### src/rtl/opd_pkg.sv
`default_nettype none
// ============================================================================
//  Module      : opd_pkg
//  Description : Shared types and constants for the operand dispatcher.
//                opcode_e doubles as the functional-unit channel index.
//  Revision    : 1.0  initial release
// ============================================================================
package opd_pkg;

    localparam int OPD_N        = 16;
    localparam int OPD_SEL_LINE = 4;
    localparam int OPD_NUM_CH   = 7;

    // Opcode value equals the target channel index
    typedef enum logic [OPD_SEL_LINE-1:0] {
        OP_ADD = 4'd0,
        OP_SUB = 4'd1,
        OP_MUL = 4'd2,
        OP_DIV = 4'd3,
        OP_AND = 4'd4,
        OP_OR  = 4'd5,
        OP_XOR = 4'd6
    } opcode_e;

    typedef struct packed {
        logic [OPD_N-1:0] rs1;
        logic [OPD_N-1:0] rs2;
    } operand_pair_t;

endpackage : opd_pkg
`default_nettype wire

### src/rtl/opd_chan_slot.sv
`default_nettype none
// ============================================================================
//  Module      : opd_chan_slot
//  Description : One-entry valid/ready register slot. Accepts a load whenever
//                it is empty or being drained in the same cycle, giving full
//                one-per-cycle throughput. Data is held while stalled.
//  Revision    : 1.0  initial release
// ============================================================================
module opd_chan_slot
    import opd_pkg::*;
#(
    parameter int W = 2 * OPD_N
) (
    input  logic         clk,
    input  logic         rst,
    input  logic         load,
    input  logic [W-1:0] data_in,
    output logic         valid,
    input  logic         ready,
    output logic [W-1:0] data_out,
    output logic         can_load
);

    logic         r_valid;
    logic [W-1:0] r_data;

    // Slot state: load wins over drain so a simultaneous drain+fill stays valid
    always_ff @(posedge clk) begin
        if (rst) begin
            r_valid <= 1'b0;
            r_data  <= '0;
        end else if (load) begin
            r_valid <= 1'b1;
            r_data  <= data_in;
        end else if (r_valid && ready) begin
            r_valid <= 1'b0;
        end
    end

    assign can_load = !r_valid || ready;
    assign valid    = r_valid;
    assign data_out = r_data;

endmodule : opd_chan_slot
`default_nettype wire

### src/rtl/rs_operand_dispatch.sv
`default_nettype none
// ============================================================================
//  Module      : rs_operand_dispatch
//  Description : Registered, handshaked operand dispatcher. Decodes the opcode
//                to one of NUM_CH channel slots, applies per-channel
//                back-pressure to in_ready and flags dropped illegal opcodes.
//                Optional macro OPD_PERF_CNT_EN adds per-channel dispatch
//                counters on disp_cnt (CNT_W bits each, wrapping).
//  Revision    : 1.0  initial release
// ============================================================================
module rs_operand_dispatch
    import opd_pkg::*;
#(
    parameter int N        = OPD_N,
    parameter int SEL_LINE = OPD_SEL_LINE,
    parameter int NUM_CH   = OPD_NUM_CH
`ifdef OPD_PERF_CNT_EN
    ,
    parameter int CNT_W    = 16
`endif
) (
    input  logic                  clk,
    input  logic                  rst,
    input  logic                  in_valid,
    output logic                  in_ready,
    input  logic [SEL_LINE-1:0]   in_opcode,
    input  logic [N-1:0]          in_rs1,
    input  logic [N-1:0]          in_rs2,
    output logic [NUM_CH-1:0]     out_valid,
    input  logic [NUM_CH-1:0]     out_ready,
    output logic [NUM_CH*N-1:0]   out_rs1,
    output logic [NUM_CH*N-1:0]   out_rs2,
    output logic                  bad_op,
    output logic                  busy
`ifdef OPD_PERF_CNT_EN
    ,
    output logic [NUM_CH*CNT_W-1:0] disp_cnt
`endif
);

    logic [NUM_CH-1:0] w_sel;
    logic [NUM_CH-1:0] w_load;
    logic [NUM_CH-1:0] w_can_load;
    logic [2*N-1:0]    w_slot_data [NUM_CH];
    logic              w_legal;
    logic              r_bad_op;

    // Opcode is legal exactly when it decodes to some channel
    assign w_legal  = |w_sel;
    assign in_ready = w_legal ? |(w_sel & w_can_load) : 1'b1;

    for (genvar c = 0; c < NUM_CH; c++) begin : g_chan
        localparam logic [SEL_LINE-1:0] c_IDX = SEL_LINE'(c);

        assign w_sel[c]  = (in_opcode == c_IDX);
        assign w_load[c] = in_valid && w_sel[c] && w_can_load[c];

        opd_chan_slot #(
            .W (2 * N)
        ) u_slot (
            .clk      (clk),
            .rst      (rst),
            .load     (w_load[c]),
            .data_in  ({in_rs1, in_rs2}),
            .valid    (out_valid[c]),
            .ready    (out_ready[c]),
            .data_out (w_slot_data[c]),
            .can_load (w_can_load[c])
        );

        assign out_rs1[c*N +: N] = w_slot_data[c][2*N-1:N];
        assign out_rs2[c*N +: N] = w_slot_data[c][N-1:0];

`ifdef OPD_PERF_CNT_EN
        logic [CNT_W-1:0] r_cnt;

        // Count legal bundles accepted into this channel; wraps naturally
        always_ff @(posedge clk) begin
            if (rst) begin
                r_cnt <= '0;
            end else if (w_load[c]) begin
                r_cnt <= r_cnt + 1'b1;
            end
        end

        assign disp_cnt[c*CNT_W +: CNT_W] = r_cnt;
`endif
    end

    // Illegal opcodes are always accepted, so in_valid alone marks a drop
    always_ff @(posedge clk) begin
        if (rst) begin
            r_bad_op <= 1'b0;
        end else begin
            r_bad_op <= in_valid && !w_legal;
        end
    end

    assign bad_op = r_bad_op;
    assign busy   = |out_valid;

endmodule : rs_operand_dispatch
`default_nettype wire

### config.mk
export PLATFORM = sky130hd
export DESIGN_NAME = rs_operand_dispatch
export DESIGN_NICKNAME = d
export VERILOG_FILES = /design/src/rtl/opd_pkg.sv /design/src/rtl/opd_chan_slot.sv /design/src/rtl/rs_operand_dispatch.sv
export SDC_FILE = /design/constraint.sdc
export NUM_CORES = 1
export LEC_CHECK = 0
export BUFFER_PORTS_ARGS = -buffer_cell sky130_fd_sc_hd__clkbuf_2
export CAP_MARGIN = 20
export CORE_MARGIN = 5
export CORE_UTILIZATION = 53
export CTS_CLUSTER_DIAMETER = 100
export DETAILED_ROUTE_END_ITERATION = 10
export GPL_TIMING_DRIVEN = 0
export PLACE_DENSITY = 0.87
export SKIP_LAST_GASP = 1
export SYNTH_ARGS = -nofsm -noshare
export SYNTH_HDL_FRONTEND = slang
export SYNTH_SLANG_ARGS = --single-unit
### constraint.sdc
create_clock -name clk -period 2.2 [get_ports clk]
set_clock_uncertainty 0.15 [all_clocks]
set_input_delay 0 -clock clk [delete_from_list [all_inputs] [get_ports clk]]
set_output_delay 0 -clock clk [all_outputs]
set_load 0.005 [all_outputs]
==> results.tsv <==
stage	metric	value	unit
placement	dpl cell area	11700	sq um
sta	minimum clock period	2.09	ns
power	Leakage	4.82	nW
detailed_routing	Post-Route WL	43.3	mm
placement	dpl cells	1651	
synth	syn_nets	1186	
detailed_routing	DRC	0	
global_route	GRT Max-Usage Layer	met2	
clock_tree	CTS tree	yes	
global_route	grt met3 use	0.112	
worst_setup_path	Worst R2R End	g_chan[4].u_slot.data_out[0]	
cells_and_area	Layout Cells excl Fill	1738	
cells_and_area	# nets final	1534	
sta	RSZ-0062 raised after global routing	no	
worst_setup_path	crit path kind	reg -> out	
cells_and_area	Antenna Cells	0	
synth	simple-gate portion of the synthesized area	0.161	
sta	Hold Violations, Final	0	
synth	post-synthesis cell count	1140	
synth	Netlist cell types	28	
clock_tree	maximum root-to-sink buffer count	3	
status	status	complete, no violations	
clock_tree	CTS root buf	clkbuf_16	
worst_setup_path	CP Max Fanout	6	
detailed_routing	drt first pass iters	6	
die	core area	18700	sq um
placement	dpl hpwl	28.9	mm
synth	Synth area leader	dfxtp_1	
placement	IO buf count	277	
synth	Compound-Gate Fraction of Synth Area	0.287	
clock_tree	CTS H-Tree Depth	1	
sta	Final Setup Violations	0	
worst_hold_path	Hold WC Path Type	in -> reg	
detailed_routing	Via Count	11900	
clock_tree	total CTS buffers	24	
sta	max frequency	0.479	GHz
worst_setup_path	slowest stage cell, crit path	dfxtp_1	
worst_setup_path	CP required	2.05	ns
die	Die H	148	um
worst_setup_path	crit path from	g_chan[3].u_slot.valid	
placement	Final Wtd Congestion	0.950	
worst_setup_path	Cell Chain, Critical Path	nor2b_1 > clkbuf_2 > o221ai_1 > a2bb2oi_1 > clkbuf_2	
synth	Commonest cells post-synth	dfxtp_1 (232), a21oi_1 (225), nand4_1 (224), o31ai_1 (224), clkbuf_1 (105)	
detailed_routing	routed vias/inst	6.82	
clock_tree	clock sink count	232	
synth	FFs w/ async S/R, synth	0	
global_route	first-pass GRT wire length	64.1	mm
synth	adder-cell area share of the yosys netlist	0	
global_route	total grt overflow	0	
detailed_routing	antenna viol nets, final	0	
sta	setup TNS	0	ns
sta	fin crit share	0.950	
worst_setup_path	reg2reg start	g_chan[4].u_slot.valid	
clock_tree	Clock Latency Late Sink	0.52	ns
global_route	initial antenna violation count	0	
worst_setup_path	Worst Path Arrival	1.94	ns
die	Die Area	21900	sq um
sta	Worst Tran Pin Value	0.679	ns
global_route	grt met2 use	0.557	
worst_setup_path	internal reg-to-reg setup slack	0.21	ns
global_route	met1 Use GR	0.484	
power	Pwr Density	718	nW/um^2
synth	Synth top area share	0.461	
global_route	largest net degree at the start of global routing	14	
detailed_routing	DR WL/cell	24.9	um
cells_and_area	register area	4640	sq um
synth	mux cell area share after synthesis	0	
cells_and_area	Layout fillers	1498	
sta	relative slew slack	0.547	
synth	FF+latch count, synth	232	
clock_tree	Worst-path clk slew	0.06	ns
worst_setup_path	R2R cell count	4	
global_route	vias in the first global route	11100	
sta	Hold WS	0.0163	ns
detailed_routing	1st-iter DRT viols	1463	
synth	Post-Syn Area	10100	sq um
synth	Syn Area/Cell	8.83	sq um
sta	Slew Limit Fails	0	
synth	number of synthesized flops with an enable pin	0	
flow_run	max_cap viols	0	
die	initial core utilization	0.538	
cells_and_area	area of the multi-input gates	4510	sq um
die	die width	148	um
cells_and_area	layout cells sized above 1	0.261	
worst_setup_path	crit-path max cell delay	0.52	ns
power	VDD IR max	0.624	mV
die	Core Rows	50	
synth	largest cells by area after synthesis	dfxtp_1 (46%), o31ai_1 (17%), nand4_1 (14%), a21oi_1 (11%), clkbuf_1 (3.9%)	
cells_and_area	post-route cell area	13000	sq um
worst_setup_path	Setup crit start kind	flip-flop	
synth	Post-Synth XOR/XNOR Area	0	
die	Top Ports	280	
synth	yosys warns	0	
worst_setup_path	CP Capture Type	output port	
synth	post-synthesis sequential area ratio	0.461	
global_route	All-Layer GR Usage	0.373	
synth	count leader, synth	dfxtp_1	
worst_setup_path	Setup crit end	in_ready	
synth	largest family of logic cells by synthesized area	compound AO/OA/AOI/OAI gates	
cells_and_area	area grow syn2layout	29.1	%
worst_setup_path	Most common cell on crit path	clkbuf_2	
synth	Synth Flop Type	dfxtp_1	
==> critical path, delay by kind of cell (launching register included) <==
kind | cells | cell delay [ns]
DFF | 1 | 0.52
buffers and inverters | 2 | 0.38
and+or+nand+nor | 1 | 0.17
AOI/OAI and AO/OA | 2 | 0.35
==> metal layers <==
| layer | routed length [um] | vias to the layer above |
|---|---|---|
| met2 | 18300 | 932 |
| li1 | - | 5168 |
| met5 | 0 | - |
| met1 | 15500 | 5537 |
| met3 | 6470 | 223 |
| met4 | 2990 | 0 |
==> through the flow <==
| stage | setup WS [ns] | utilization | total power, mW |
|---|---|---|---|
| finish | 0.111 | 0.695 | 9.33 |
| global route | 0.0851 | 0.695 | 9.54 |
| CTS | 0.0984 | 0.694 | 9.26 |
| detailed placement | 0.264 | 0.628 | 5.18 |
| global placement | 0.305 | 0.628 | 5.17 |
| floorplan | 0.804 | - | 4.78 |
==> state kept, by name, indices dropped and copies added, names as in the netlist <==
| signal | count |
|---|---|
| g_chan.u_slot.data_out | 224 |
| g_chan.u_slot.valid | 7 |
| bad_op | 1 |
==> power by group <==
part	leakage [nW]	switching [mW]	internal (mW)
clock network	0.397	1.70	2.42
logic	2.55	0.652	0.256
registers	1.87	0.0374	4.26
==> how the worst min path moves through the flow <==
stage	slack, ns	depth (start not counted)	start	to
after floorplan	-0.01	2	in_opcode[3]	bad_op
after global placement	0.17	3	in_opcode[3]	bad_op
after detailed placement	0.19	3	in_opcode[3]	bad_op
after CTS	0.008	3	rst	g_chan[1].u_slot.data_out[11]
after global routing	0.06	5	out_ready[4]	g_chan[4].u_slot.data_out[1]
final	0.02	5	out_ready[2]	g_chan[2].u_slot.data_out[31]
==> layout by cell type (no fill, tap or decap), types with 2 or more instances in the layout <==
cell and count:
clkbuf_2 280, dfxtp_1 232, a21oi_1 225, nand4_1 224
o31ai_1 224, clkbuf_1 107, buf_2 46, dlygate4sd3_1 44
clkbuf_16 25, buf_6 14, buf_4 13, nand2b_1 11
nor2b_1 11, buf_1 9, o22ai_1 7, clkbuf_8 7
clkinv_2 4, nand2_1 3, nor2_1 2, nor3b_1 2
==> final cells by class <==
type | count | area share
clock buffers | 36 | 0.0567
clock inverters | 6 | 0.00453
multi-input cells | 721 | 0.347
repair buffers | 322 | 0.141
flip-flops and latches | 232 | 0.357
plain buffers | 187 | 0.0703
well taps | 234 | 0.0225
==> kinds of logic after synthesis <==
| group | count (synthesis) |
|---|---|
| DFF | 232 |
| and+or+nand+nor | 260 |
| buffers and inverters | 187 |
| AOI/OAI and AO/OA | 461 |
==> repair_timing <==
| item | CTS | global route |
|---|---|---|
| buffers inserted | 0 | 1 |
| hold buffers | 44 | 0 |
| resized for setup | 1 | 2 |
| pin swaps | 0 | 0 |
| endpoints found under the setup margin | 1 | 2 |
| hold endpoints to repair | 232 | 0 |
No activity file was read; power rests on OpenSTA's default activity.
